==> config.mk <==
export PLATFORM = sky130hd
export DESIGN_NAME = keypad_entry
export DESIGN_NICKNAME = d
export VERILOG_FILES = /design/src/rtl/keypad_pkg.sv /design/src/rtl/keypad_debounce.sv /design/src/rtl/keypad_entry.sv
export SDC_FILE = /design/constraint.sdc
export NUM_CORES = 1
export LEC_CHECK = 0
export CAP_MARGIN = 15
export CORE_MARGIN = 2
export CORE_UTILIZATION = 40
export CTS_CLUSTER_DIAMETER = 30
export DETAILED_ROUTE_END_ITERATION = 12
export PLACE_DENSITY_LB_ADDON = 0.12
export SYNTH_ARGS = -nofsm -noshare
export SYNTH_HDL_FRONTEND = slang
export SYNTH_SLANG_ARGS = --single-unit
==> constraint.sdc <==
create_clock -name clk -period 3.51 [get_ports clk]
set_input_delay 0.702 -clock clk [delete_from_list [all_inputs] [get_ports clk]]
set_output_delay 0.702 -clock clk [all_outputs]
set_load 0.01 [all_outputs]
==> src/rtl/keypad_pkg.sv <==
// Shared types and helpers for the keypad scanner: FSM states, frame classes,
// the physical key map and small bit-counting helpers.
package keypad_pkg;

    typedef enum logic [1:0] {
        IDLE         = 2'd0,
        PRESS_WAIT   = 2'd1,
        HELD         = 2'd2,
        RELEASE_WAIT = 2'd3
    } state_e;

    typedef enum logic [1:0] {
        NONE  = 2'd0,
        ONE   = 2'd1,
        MULTI = 2'd2
    } frame_class_e;

    // Legend: row 0 "1 2 3 A", row 1 "4 5 6 B", row 2 "7 8 9 C", row 3 "* 0 # D".
    function automatic logic [3:0] keymap(input logic [1:0] row_idx, input logic [1:0] col_idx);
        logic [3:0] code;
        case ({row_idx, col_idx})
            4'd0:    code = 4'h1;
            4'd1:    code = 4'h2;
            4'd2:    code = 4'h3;
            4'd3:    code = 4'hA;
            4'd4:    code = 4'h4;
            4'd5:    code = 4'h5;
            4'd6:    code = 4'h6;
            4'd7:    code = 4'hB;
            4'd8:    code = 4'h7;
            4'd9:    code = 4'h8;
            4'd10:   code = 4'h9;
            4'd11:   code = 4'hC;
            4'd12:   code = 4'hE;
            4'd13:   code = 4'h0;
            4'd14:   code = 4'hF;
            4'd15:   code = 4'hD;
            default: code = 4'h0;
        endcase
        return code;
    endfunction

    function automatic logic [2:0] popcount4(input logic [3:0] v);
        return {2'b00, v[0]} + {2'b00, v[1]} + {2'b00, v[2]} + {2'b00, v[3]};
    endfunction

    function automatic logic [1:0] onehot_idx(input logic [3:0] v);
        logic [1:0] idx;
        case (v)
            4'b0001: idx = 2'd0;
            4'b0010: idx = 2'd1;
            4'b0100: idx = 2'd2;
            4'b1000: idx = 2'd3;
            default: idx = 2'd0;
        endcase
        return idx;
    endfunction

endpackage

==> src/rtl/keypad_debounce.sv <==
// Frame-level debounce FSM: turns a stream of classified scan frames into
// single accept pulses, one per distinct press, with no auto-repeat.
module keypad_debounce
    import keypad_pkg::*;
#(
    parameter int DEBOUNCE = 2
) (
    input  logic         clk,
    input  logic         rst_n,
    input  logic         i_frame_end,
    input  frame_class_e i_class,
    input  logic [3:0]   i_code,
    output logic         o_accept,
    output logic [3:0]   o_code
);

    localparam int CW = $clog2(DEBOUNCE + 1);
    localparam logic [CW-1:0] CNT_TARGET = CW'(DEBOUNCE);

    state_e          r_state;
    state_e          w_state_nxt;
    logic [CW-1:0]   r_cnt;
    logic [CW-1:0]   w_cnt_nxt;
    logic [CW-1:0]   w_cnt_inc;
    logic [3:0]      r_cand;
    logic [3:0]      w_cand_nxt;
    logic            w_accept;

    // Saturating frame counter increment.
    always_comb begin
        if (r_cnt == {CW{1'b1}}) begin
            w_cnt_inc = r_cnt;
        end else begin
            w_cnt_inc = r_cnt + CW'(1);
        end
    end

    // Next-state logic, evaluated only on frame boundaries.
    always_comb begin
        w_state_nxt = r_state;
        w_cnt_nxt   = r_cnt;
        w_cand_nxt  = r_cand;
        w_accept    = 1'b0;
        if (i_frame_end) begin
            case (r_state)
                IDLE: begin
                    if (i_class == ONE) begin
                        w_cand_nxt = i_code;
                        w_cnt_nxt  = CW'(1);
                        if (DEBOUNCE == 1) begin
                            w_accept    = 1'b1;
                            w_state_nxt = HELD;
                        end else begin
                            w_state_nxt = PRESS_WAIT;
                        end
                    end else begin
                        w_state_nxt = IDLE;
                    end
                end
                PRESS_WAIT: begin
                    if (i_class == ONE) begin
                        if (i_code == r_cand) begin
                            w_cnt_nxt = w_cnt_inc;
                            if (w_cnt_inc >= CNT_TARGET) begin
                                w_accept    = 1'b1;
                                w_state_nxt = HELD;
                            end else begin
                                w_state_nxt = PRESS_WAIT;
                            end
                        end else begin
                            w_cand_nxt = i_code;
                            w_cnt_nxt  = CW'(1);
                        end
                    end else begin
                        w_state_nxt = IDLE;
                    end
                end
                HELD: begin
                    if (i_class == NONE) begin
                        w_cnt_nxt   = CW'(1);
                        w_state_nxt = (DEBOUNCE == 1) ? IDLE : RELEASE_WAIT;
                    end else begin
                        w_state_nxt = HELD;
                    end
                end
                RELEASE_WAIT: begin
                    if (i_class == NONE) begin
                        w_cnt_nxt = w_cnt_inc;
                        if (w_cnt_inc >= CNT_TARGET) begin
                            w_state_nxt = IDLE;
                        end else begin
                            w_state_nxt = RELEASE_WAIT;
                        end
                    end else begin
                        w_state_nxt = HELD;
                    end
                end
                default: begin
                    w_state_nxt = IDLE;
                end
            endcase
        end else begin
            w_state_nxt = r_state;
        end
    end

    // FSM, counter and candidate registers.
    always_ff @(posedge clk or negedge rst_n) begin
        if (!rst_n) begin
            r_state <= IDLE;
            r_cnt   <= '0;
            r_cand  <= 4'h0;
        end else begin
            r_state <= w_state_nxt;
            r_cnt   <= w_cnt_nxt;
            r_cand  <= w_cand_nxt;
        end
    end

    // On an accept the incoming code always equals the candidate being committed.
    assign o_accept = w_accept;
    assign o_code   = i_code;

endmodule

==> src/rtl/keypad_entry.sv <==
// 4x4 keypad scanner: column drive, row synchronizer, per-frame classification
// and the 4-digit hex entry buffer fed by debounced key presses.
module keypad_entry
    import keypad_pkg::*;
#(
    parameter int sim      = 0,
    parameter int SCAN_DIV = (sim != 0) ? 4 : 12500,
    parameter int DEBOUNCE = (sim != 0) ? 2 : 20
) (
    input  logic        clk,
    input  logic        reset,
    input  logic [3:0]  row,
    output logic [3:0]  col,
    output logic        key_valid,
    output logic [3:0]  key_code,
    output logic [15:0] digits
);

    localparam int DW = $clog2(SCAN_DIV);

    logic [DW-1:0]  r_div;
    logic [1:0]     r_col_idx;
    logic [1:0]     w_col_idx_nxt;
    logic [3:0]     r_sync1;
    logic [3:0]     r_sync2;
    logic           w_tc;
    logic [3:0]     w_pressed;
    logic [2:0]     w_col_hits;
    logic [1:0]     w_base_cnt;
    logic [2:0]     w_sum;
    logic [1:0]     r_acc_cnt;
    logic [1:0]     w_acc_cnt_nxt;
    logic [3:0]     r_acc_code;
    logic [3:0]     w_acc_code_nxt;
    frame_class_e   w_class_nxt;
    frame_class_e   r_class;
    logic [3:0]     r_fcode;
    logic           r_frame_end;
    logic           w_accept;
    logic [3:0]     w_code;

    assign w_tc          = (r_div == DW'(SCAN_DIV - 1));
    assign w_col_idx_nxt = r_col_idx + 2'd1;
    assign w_pressed     = ~r_sync2;
    assign w_col_hits    = popcount4(w_pressed);

    // Column dwell divider and one-hot active-low column drive.
    always_ff @(posedge clk or negedge reset) begin
        if (!reset) begin
            r_div     <= '0;
            r_col_idx <= 2'd0;
            col       <= 4'b1110;
        end else if (w_tc) begin
            r_div     <= '0;
            r_col_idx <= w_col_idx_nxt;
            col       <= ~(4'b0001 << w_col_idx_nxt);
        end else begin
            r_div     <= r_div + DW'(1);
        end
    end

    // Two-flop synchronizer for the asynchronous row inputs.
    always_ff @(posedge clk or negedge reset) begin
        if (!reset) begin
            r_sync1 <= 4'h0;
            r_sync2 <= 4'h0;
        end else begin
            r_sync1 <= row;
            r_sync2 <= r_sync1;
        end
    end

    // Running press count (saturating at 2) and code across the current frame.
    always_comb begin
        if (r_col_idx == 2'd0) begin
            w_base_cnt = 2'd0;
        end else begin
            w_base_cnt = r_acc_cnt;
        end
        w_sum = {1'b0, w_base_cnt} + w_col_hits;
        if (w_sum >= 3'd2) begin
            w_acc_cnt_nxt = 2'd2;
        end else begin
            w_acc_cnt_nxt = w_sum[1:0];
        end
        if (w_col_hits == 3'd1) begin
            w_acc_code_nxt = keymap(onehot_idx(w_pressed), r_col_idx);
        end else begin
            w_acc_code_nxt = r_acc_code;
        end
        case (w_acc_cnt_nxt)
            2'd0:    w_class_nxt = NONE;
            2'd1:    w_class_nxt = ONE;
            default: w_class_nxt = MULTI;
        endcase
    end

    // Frame accumulation; classification is latched at the last column's terminal count.
    always_ff @(posedge clk or negedge reset) begin
        if (!reset) begin
            r_acc_cnt   <= 2'd0;
            r_acc_code  <= 4'h0;
            r_class     <= NONE;
            r_fcode     <= 4'h0;
            r_frame_end <= 1'b0;
        end else begin
            r_frame_end <= w_tc && (r_col_idx == 2'd3);
            if (w_tc) begin
                r_acc_cnt  <= w_acc_cnt_nxt;
                r_acc_code <= w_acc_code_nxt;
                if (r_col_idx == 2'd3) begin
                    r_class <= w_class_nxt;
                    r_fcode <= w_acc_code_nxt;
                end
            end
        end
    end

    keypad_debounce #(
        .DEBOUNCE (DEBOUNCE)
    ) u_debounce (
        .clk         (clk),
        .rst_n       (reset),
        .i_frame_end (r_frame_end),
        .i_class     (r_class),
        .i_code      (r_fcode),
        .o_accept    (w_accept),
        .o_code      (w_code)
    );

    // Registered strobe, last code and shifting digit buffer.
    always_ff @(posedge clk or negedge reset) begin
        if (!reset) begin
            key_valid <= 1'b0;
            key_code  <= 4'h0;
            digits    <= 16'h0000;
        end else begin
            key_valid <= w_accept;
            if (w_accept) begin
                key_code <= w_code;
                digits   <= {digits[11:0], w_code};
            end
        end
    end

endmodule

==> impl_metrics.py, run 1 <==
metrics = {
    "synthesis": {
        "ys_ff_latch": 69,
        "synth_enable_flop_cells": 0,
        "synthArstFlopShare_pct": 100,
        "syn_nets": 303,
        "ys_warn_count": 0,
        "synth_area_sq_um": 3370,
        "synthDistinctLibCells": 63,
        "syn_inst": 282,
        "synthFlopType": "dfrtp_1",
        "seq_area_frac_synth_pct": 51.4,
        "avgSynthCellArea_sq_um": 11.9,
    },
    "clock_network": {
        "cts_sinks": 69,
        "cts_buffers": 9,
        "ctsRootBufferMaster": "clkbuf_8",
        "hold_buffers": 0,
        "clkTransAtPathRegs_ns": 0.07,
        "clock_latency_ns": 0.34,
        "cts.repair.resized": 0,
        "tritoncts": "done",
        "htreeDepth": 3,
        "cts_setup_buffers": 0,
        "cts_buffer_depth": 2,
    },
    "power": {
        "power_frac_clock_pct": 41.4,
        "power_per_cell_area_nw_per_um2": 378,
        "p_sw_mw": 0.319,
        "p_int_mw": 1.16,
        "vdd_drop_max_uv": 228,
        "p_seq_share_pct": 54.3,
        "combPwrFrac_pct": 4.2,
        "leakage_nw": 1.74,
        "swShare_pct": 21.6,
    },
    "timing": {
        "timing.fmax_mhz": 343,
        "setup-tns-final_ns": 0,
        "worst_pin_slew_ns": 0.789,
        "hold-worst-slack_ns": 0.347,
        "skew_ns": 0.00840,
        "fin_ws_ns": 0.593,
        "slew_headroom_pct": 47.4,
        "setup_viol": 0,
        "hold_viol_final": 0,
        "report.final.slew_viol_count": 0,
        "fin_crit_sh_pct": 83.1,
        "period_minus_slack_ns": 2.92,
        "rsz0062_at_grt": "false",
    },
    "floorplan": {
        "fp.dieH_um": 95.7,
        "coreArea_sq_um": 8180,
        "io_pins": 31,
        "dieArea_sq_um": 9160,
        "initial_core_util_pct": 41.2,
        "die_w_um": 95.7,
        "rows": 33,
    },
    "cells_and_area": {
        "layout_commonest_cell": "dfrtp_1",
        "drive_gt1_share_pct": 18.2,
        "seq_area_sq_um": 1730,
        "final_cell_mix": "dfrtp_1, clkdlybuf4s50_1, o21ai_0",
        "fin_cells": 423,
        "final_nets": 336,
        "diodes": 0,
        "fin_area_sq_um": 3910,
        "multi_input_area_sq_um": 1500,
        "n_fill_cell": 767,
        "areaGrowthSynthToFinish_pct": 16.3,
    },
    "detailed_routing": {
        "detail_route.wl_per_cell_um": 14.1,
        "firstDrtPassIters": 4,
        "ant_nets": 0,
        "drt_iter0_drc": 83,
        "viasPerCell": 5.01,
        "vias": 2118,
        "drc": 0,
        "wirelength_mm": 5.96,
    },
    "placement": {
        "place_area_sq_um": 3730,
        "placedCellCount": 409,
        "dp_hpwl_mm": 4.09,
        "portBuffers": 30,
        "place.gp.congestion": 0.746,
        "dp_slack_ns": 0.553,
    },
    "critical_path": {
        "worstPathArrival_ns": 3.12,
        "critical_path_required_ns": 3.71,
        "r2r_slack_ns": 0.59,
        "cp-end-kind": "flip-flop",
        "crit_path_max_fanout": 13,
        "path_cells": "inv_1, fa_1, ha_1, ha_1, or3b_2, a2111oi_0, o21ai_0",
        "critPathKind": "flip-flop to flip-flop",
        "crit_top_cell": "ha_1",
        "crit_path_max_incr_delay_ns": 0.57,
        "cp-start-kind": "flip-flop",
        "reg2reg_depth": 7,
        "reg2reg_to": "r_fcode[1]",
        "r2r_start": "r_sync2[3]",
        "cp_slowest_cell": "dfrtp_1",
    },
    "grt": {
        "antenna_found_initial": 0,
        "track_usage_pct": 14.7,
        "grt_pass1_vias": 2092,
        "grt_remaining_overflow": 0,
        "grt_max_degree": 35,
        "grt_pass1_wl_mm": 10.1,
    },
    "worst_hold_path": {
        "hold_path_class": "flip-flop to flip-flop",
        "min_to": "r_sync2[2]",
        "hold_path_depth": 0,
        "hold_start": "r_sync1[2]",
    },
    "job": {
        "maxCapViolCount": 0,
    },
    "run_status": {
        "outcome": "complete, no violations",
    },
}
[cell usage after synthesis, types with 3 or more instances]
library cell | instances | area [sq um]
nor2_1 | 11 | 41.3
nand4_1 | 5 | 31.3
mux2_2 | 15 | 169
ha_1 | 13 | 163
and2_1 | 4 | 25.0
nand3_1 | 5 | 25.0
buf_4 | 4 | 30.0
inv_1 | 12 | 45.0
dfrtp_1 | 66 | 1650
xor2_1 | 11 | 96.3
dfstp_2 | 3 | 78.8
nand2_1 | 21 | 78.8
mux2_4 | 8 | 120
o31ai_1 | 3 | 22.5
nor2b_1 | 6 | 37.5
o21ai_0 | 22 | 110
buf_2 | 4 | 20.0
a21oi_1 | 9 | 45.0
xnor2_1 | 6 | 52.6
[sequential cells by signal (all words and copies together) (netlist names), 3 cells and up]
name	cells
u_debounce.r_cnt	5
r_sync2	4
digits	13
key_code	3
r_acc_code	4
r_fcode	4
u_debounce.r_cand	4
r_div	14
col	4
r_sync1	4
[cell families (layout without fill, tap and decap cells)]
family,count (synthesis),after routing,synth area share (%)
buffers and inverters,24,60,3.98
muxes,25,25,9.18
xor gates and xnor gates,17,17,4.42
and+or+nand+nor,79,79,14.4
DFF,69,69,51.4
adders and majority gates,16,16,6.32
AOI/OAI and AO/OA,52,52,10.3
[layout make-up]
class | instances | area share, %
clock buffer | 12 | 3.71
clock inverter | 2 | 0.895
inverter | 12 | 1.15
multi-input combinational | 189 | 38.4
sequential | 69 | 44.2
tap | 105 | 3.36
timing repair buffer | 34 | 8.31
[power groups by stage]
stage	Clock, mW	Sequential, mW	Combinational [mW]
after floorplan	0	0.816	0.0370
after global placement	0	0.820	0.0638
after detailed placement	0	0.820	0.0646
after CTS	0.643	0.805	0.0655
after global routing	0.680	0.805	0.0737
final	0.613	0.805	0.0627
[per-layer routing]
layer | GRT usage, % | wire length, um | up-vias
met5 | 0 | 0 | -
met4 | 7.26 | 87 | 0
met3 | 4.39 | 147 | 7
met2 | 21.7 | 2820 | 20
met1 | 19.7 | 2910 | 1038
li1 | - | - | 1053
[worst max-delay path by stage]
stage | end | from | slack (ns) | cells after the start
global placement | r_fcode[1] | r_sync2[3] | 0.63 | 7
floorplan | r_fcode[1] | r_sync2[3] | 0.77 | 9
finish | r_fcode[1] | r_sync2[3] | 0.59 | 7
detailed placement | r_fcode[1] | r_sync2[3] | 0.55 | 7
CTS | r_fcode[1] | r_sync2[3] | 0.57 | 7
global route | r_fcode[1] | r_sync2[3] | 0.28 | 7
[metrics by stage]
step	utilization, %	total power [mW]
detailed placement	45.7	0.884
global placement	45.7	0.884
finish	47.9	1.48
CTS	47.9	1.51
floorplan	-	0.853
global route	47.9	1.56
[worst max-delay path, delay by kind of cell, from the launching register on]
family | cells | cell delay, ns
buffers and inverters | 1 | 0.12
AO/OA/AOI/OAI | 2 | 0.59
flip-flops | 1 | 0.57
AND/OR/NAND/NOR | 1 | 0.57
adder cells (fa/ha/maj) | 3 | 0.92
No activity file was read; power rests on OpenSTA's default activity.
==> inputs of run 2 (changes only) <==
Clock period 3.51 ns to 2.4 ns, I/O delays scaled along.
==> run 2 against run 1 <==
Compared with the run above: utilization grew 1.6 points; die area is the same; non-clock buffer count grew 5; clock skew shrank 0.00059 ns; register-to-register slack lost 0.51 ns; flip-flop and latch count is the same; clock-buffer cell count is the same; worst setup slack lost 0.51 ns; global-route usage is essentially flat; cell count grew 1.2%; critical path type unchanged; highest routed layer unchanged.
==> impl_metrics.py, run 2 (synthesis results as in run 1) <==
metrics = {
    "cells_and_area": {
        "top_register": "r_div",
        "post-route-util_pct": 49.4,
        "diodes": 0,
        "largest_reg_flops": 14,
        "areaGrowthSynthToFinish_pct": 20.1,
        "largest_registers": "r_div (14), digits (13), u_debounce.r_cnt (5)",
        "layout_commonest_cell": "dfrtp_1",
        "final_nets": 341,
        "final_cell_mix": "dfrtp_1, clkdlybuf4s50_1, nand2_1",
        "drive_gt1_share_pct": 22.3,
    },
    "grt": {
        "grt_remaining_overflow": 0,
        "antenna_found_initial": 0,
        "track_usage_pct": 14.7,
        "grt_max_degree": 70,
        "grt_pass1_vias": 2141,
        "grt_pass1_wl_mm": 10.3,
    },
    "power": {
        "swShare_pct": 21.4,
        "combPwrFrac_pct": 6.1,
        "vdd_drop_max_uv": 336,
        "power_frac_clock_pct": 40.5,
        "p_int_mw": 1.72,
        "power_per_cell_area_nw_per_um2": 543,
        "fin_total_pwr_mw": 2.19,
        "p_seq_share_pct": 53.5,
        "p_sw_mw": 0.469,
        "leakage_nw": 1.78,
    },
    "clock_network": {
        "cts_buffer_depth": 2,
        "tritoncts": "done",
        "cts_buffers": 9,
        "htreeDepth": 3,
        "clock_latency_ns": 0.33,
        "clkTransAtPathRegs_ns": 0.07,
        "hold_buffers": 0,
        "cts_sinks": 69,
        "ctsRootBufferMaster": "clkbuf_8",
    },
    "floorplan": {
        "initial_core_util_pct": 41.2,
        "io_pins": 31,
        "rows": 33,
        "die_w_um": 95.7,
        "fp.dieH_um": 95.7,
        "coreArea_sq_um": 8180,
        "dieArea_sq_um": 9160,
    },
    "run_status": {
        "outcome": "complete, no violations",
    },
    "critical_path": {
        "reg2reg_depth": 7,
        "crit_path_max_incr_delay_ns": 0.58,
        "path_cells": "inv_1, fa_1, ha_4, ha_4, or3b_4, nor2_4, mux2_2",
        "critPathKind": "flip-flop to flip-flop",
        "cp-start-kind": "flip-flop",
        "crit_top_cell": "ha_4",
        "critical_path_required_ns": 2.62,
        "crit_path_max_fanout": 8,
        "worstPathArrival_ns": 2.53,
        "cp-end-kind": "flip-flop",
        "cp_slowest_cell": "fa_1",
    },
    "placement": {
        "portBuffers": 30,
        "dp_hpwl_mm": 4.08,
        "place.gp.congestion": 0.783,
    },
    "timing": {
        "fin_crit_sh_pct": 96.4,
        "skew_ns": 0.00781,
        "hold_viol_final": 0,
        "period_minus_slack_ns": 2.31,
        "timing.fmax_mhz": 432,
        "report.final.slew_viol_count": 0,
        "setup_viol": 0,
        "slew_headroom_pct": 37.7,
        "worst_pin_slew_ns": 0.911,
    },
    "detailed_routing": {
        "drc": 0,
        "vias": 2188,
        "ant_nets": 0,
        "drt_iter0_drc": 51,
        "firstDrtPassIters": 4,
        "wirelength_mm": 5.80,
        "viasPerCell": 5.11,
        "detail_route.wl_per_cell_um": 13.6,
    },
    "worst_hold_path": {
        "hold_path_class": "input pin to asynchronous set/reset pin",
    },
    "job": {
        "maxCapViolCount": 0,
    },
}
-- run 2: cell types whose count changed in the layout (fill, tap and decap cells not counted), sizes merged --
cell / delta
buf: +5
-- run 2: path summary, 6_finish.rpt --
| path | start | to | slack [ns] |
|---|---|---|---|
| max | r_sync2[0] | r_acc_code[2] | 0.09 |
| min | reset | digits[9] | 0.15 |
| max reg2reg | r_sync2[0] | r_acc_code[2] | 0.09 |
| min reg2reg | r_sync1[2] | r_sync2[2] | 0.35 |
| max in group asynchronous | reset | col[3] | 1.90 |
| min in group clk | r_sync1[2] | r_sync2[2] | 0.35 |
-- run 2: per-stage QoR --
| stage | hold WS, ns | TNS (ns) | worst slack [ns] | cells | area (sq um) |
|---|---|---|---|---|---|
| 6_report | 0.154 | 0 | 0.0858 | 428 | 4040 |
| 5_1_grt | 0.184 | -0.00140 | -0.00140 | 428 | 4040 |
| 4_1_cts | 0.164 | 0 | 0.0155 | 427 | 4000 |
| 3_5_place_dp | 0.336 | -0.00790 | -0.00790 | 413 | 3820 |
| 3_3_place_gp | 0.333 | 0 | 0.0505 | 413 | 3820 |
| 2_1_floorplan | 0.184 | -0.0792 | -0.0308 | 282 | 3410 |
-- run 2: power by group through the flow --
stage / clock (mW) / sequential (mW) / combinational (mW)
2_1_floorplan: 0 / 1.19 / 0.0708
3_5_place_dp: 0 / 1.19 / 0.119
3_3_place_gp: 0 / 1.19 / 0.118
6_report: 0.887 / 1.17 / 0.133
5_1_grt: 0.982 / 1.17 / 0.149
4_1_cts: 0.924 / 1.17 / 0.121
-- run 2: worst max-delay path: cells and delay by family (launching register included) --
kind / cells / cell delay [ns]
flops: 1 / 0.34
buf+inv: 1 / 0.06
fa+ha+maj: 3 / 0.92
simple gates: 2 / 0.55
mux: 1 / 0.33
-- run 2: layout make-up --
type	count	area, sq um
clock buffer	12	145
clock inverter	2	35.0
fill	758	4130
inverter	12	47.5
multi-input combinational	189	1560
sequential	69	1730
tap	105	131
timing repair buffer	39	388
-- run 2: what timing repair did --
item	in CTS	in global routing
resized for setup	1	9
setup buffers	0	1
endpoints found under the setup margin	1	11
pin swaps	0	4
-- run 2: metal layers --
metal  up-vias  GRT usage (%)  part of all wire, %
li1       1071              -                    -
met1      1075           19.6                   49
met2        35           23.0                   47
met3         7           2.98                  2.9
met4         0           7.14                  1.6
met5         -              0                    0
==> inputs of run 3 (changes only) <==
Settings changed: CORE_UTILIZATION 40 to 29, PLACE_DENSITY set to 0.45, PLACE_DENSITY_LB_ADDON 0.12 to not set, SETUP_SLACK_MARGIN set to 0.4.
==> run 3 against run 2 <==
Compared with the run above: flip-flop and latch count unchanged; combinational power increased by 11%; clock-buffer cell count decreased by 1; utilization decreased by 12 points; die area increased by 36%; clock skew increased by 0.00078 ns; non-clock buffer count increased by 6; critical path depth unchanged.
==> impl_metrics.py, run 3 (synthesis results as in run 1) <==
metrics = {
    "run_status": {
        "outcome": "complete, no violations",
    },
    "detailed_routing": {
        "drt_iter0_drc": 91,
        "detail_route.wl_per_cell_um": 13.4,
        "viasPerCell": 4.68,
        "firstDrtPassIters": 4,
        "drc": 0,
        "vias": 2219,
        "ant_nets": 0,
        "wirelength_mm": 6.34,
    },
    "timing": {
        "fin_crit_sh_pct": 96.9,
        "hold_viol_final": 0,
        "report.final.slew_viol_count": 0,
        "skew_ns": 0.00859,
        "worst_pin_slew_ns": 0.655,
        "rsz0062_at_grt": "true",
        "setup_viol": 0,
        "fin_ws_ns": 0.0742,
        "period_minus_slack_ns": 2.33,
        "timing.fmax_mhz": 430,
        "slew_headroom_pct": 56.2,
    },
    "floorplan": {
        "io_pins": 31,
        "coreArea_sq_um": 11400,
        "die_w_um": 112,
        "initial_core_util_pct": 29.6,
        "rows": 39,
        "dieArea_sq_um": 12500,
        "fp.dieH_um": 112,
    },
    "critical_path": {
        "crit_family": "adder cells",
        "critPathKind": "flip-flop to flip-flop",
        "critical_path_required_ns": 2.62,
        "crit_path_max_fanout": 7,
        "critPathBufInv": 1,
        "worstPathArrival_ns": 2.55,
        "path_cells": "inv_2, fa_1, ha_4, ha_4, or3b_4, nor2_4, mux2_4",
        "cp_slowest_cell": "fa_1",
        "cp-start-kind": "flip-flop",
        "crit_path_max_incr_delay_ns": 0.51,
        "crit_top_cell": "ha_4",
        "cp-end-kind": "flip-flop",
    },
    "clock_network": {
        "cts_buffer_depth": 2,
        "clock_latency_ns": 0.34,
        "cts_sinks": 69,
        "htreeDepth": 3,
        "ctsRootBufferMaster": "clkbuf_16",
        "cts_buffers": 9,
        "clkTransAtPathRegs_ns": 0.06,
        "tritoncts": "done",
    },
    "cells_and_area": {
        "final_nets": 347,
        "top_register": "r_div",
        "post-route-util_pct": 37.7,
        "layout_commonest_cell": "dfrtp_1",
        "drive_gt1_share_pct": 26.6,
        "diodes": 0,
        "final_cell_mix": "dfrtp_1, clkdlybuf4s50_1, nand2_1",
        "largest_registers": "r_div (14), digits (13), u_debounce.r_cnt (5)",
        "largest_reg_flops": 14,
        "areaGrowthSynthToFinish_pct": 27.4,
    },
    "grt": {
        "grt_remaining_overflow": 0,
        "grt_max_degree": 70,
        "antenna_found_initial": 0,
        "grt_pass1_wl_mm": 11.6,
        "track_usage_pct": 11.7,
        "grt_pass1_vias": 2326,
    },
    "power": {
        "leakage_nw": 1.86,
        "power_frac_clock_pct": 49.6,
        "power_per_cell_area_nw_per_um2": 612,
        "vdd_drop_max_uv": 434,
        "p_seq_share_pct": 44.8,
        "combPwrFrac_pct": 5.6,
        "p_sw_mw": 0.578,
        "p_int_mw": 2.05,
        "swShare_pct": 22.0,
        "fin_total_pwr_mw": 2.62,
    },
    "placement": {
        "dp_hpwl_mm": 4.36,
        "place.gp.congestion": 0.736,
        "portBuffers": 30,
        "dp_slack_ns": 0.0253,
    },
    "worst_hold_path": {
        "hold_path_class": "input pin to asynchronous set/reset pin",
    },
    "job": {
        "maxCapViolCount": 0,
    },
}
==> run 3: changes by cell type in the layout (fill, tap and decap cells not counted), sizes merged <==
cell / previous run / this run
buf: 10 / 16
clkbuf: 12 / 11
clkinv: 1 / 2
clkinvlp: 0 / 1
inv: 12 / 13
==> run 3: cell type report <==
class                      count  area, sq um
inverter                      12         47.5
clock buffer                  11          233
sequential                    69         1730
tap                          143          179
clock inverter                 5         60.1
multi-input combinational    189         1600
timing repair buffer          45          437
fill                        1157         7080
==> run 3: power groups by stage <==
stage	clock, mW	sequential [mW]	combinational [mW]
6_report	1.30	1.17	0.148
5_1_grt	1.41	1.17	0.171
4_1_cts	1.35	1.17	0.140
3_5_place_dp	0	1.19	0.123
3_3_place_gp	0	1.19	0.120
2_1_floorplan	0	1.19	0.0710
==> run 3: repair_timing <==
item	CTS	global route
cloned	0	0
buffers inserted	2	3
hold buffers	0	0
hold endpoints to repair	0	0
endpoints found under the setup margin	12	28
pin swaps	11	2
resized for setup	12	11
==> run 3: worst reg2reg max path, cell delays in order (launching register included) <==
cell and delay, ns:
dfrtp_1 0.35, inv_2 0.04, fa_1 0.51, ha_4 0.19
ha_4 0.23, or3b_4 0.44, nor2_4 0.14, mux2_4 0.30
==> run 3: metrics by stage <==
stage / hold slack [ns] / cell area [sq um] / std cells / setup TNS [ns]
3_5_place_dp: 0.335 / 3880 / 453 / 0
5_1_grt: 0.201 / 4290 / 474 / -0.147
3_3_place_gp: 0.338 / 3880 / 453 / 0
2_1_floorplan: 0.184 / 3410 / 282 / -0.0800
4_1_cts: 0.173 / 4210 / 471 / 0
6_report: 0.158 / 4290 / 474 / 0
==> run 3: path summary, 6_finish.rpt <==
kind / start / end / slack, ns / cells past startpoint
hold / removal: reset / u_debounce.r_cnt[2] / 0.16 / 2
max in group asynchronous: reset / col[2] / 1.92 / 2
setup reg to reg: r_sync2[0] / r_acc_code[2] / 0.07 / 7
setup / recovery: r_sync2[0] / r_acc_code[2] / 0.07 / 7
hold reg to reg: r_sync1[1] / r_sync2[1] / 0.35 / 0
min in group clk: r_sync1[1] / r_sync2[1] / 0.35 / 0
==> run 3: layer usage <==
layer | track usage, % | routed length [um] | share of wire (%)
met1 | 15.0 | 3040 | 48
met5 | 0 | 0 | 0
met3 | 3.76 | 285 | 4.5
met2 | 18.0 | 2870 | 45
met4 | 5.19 | 136 | 2.1
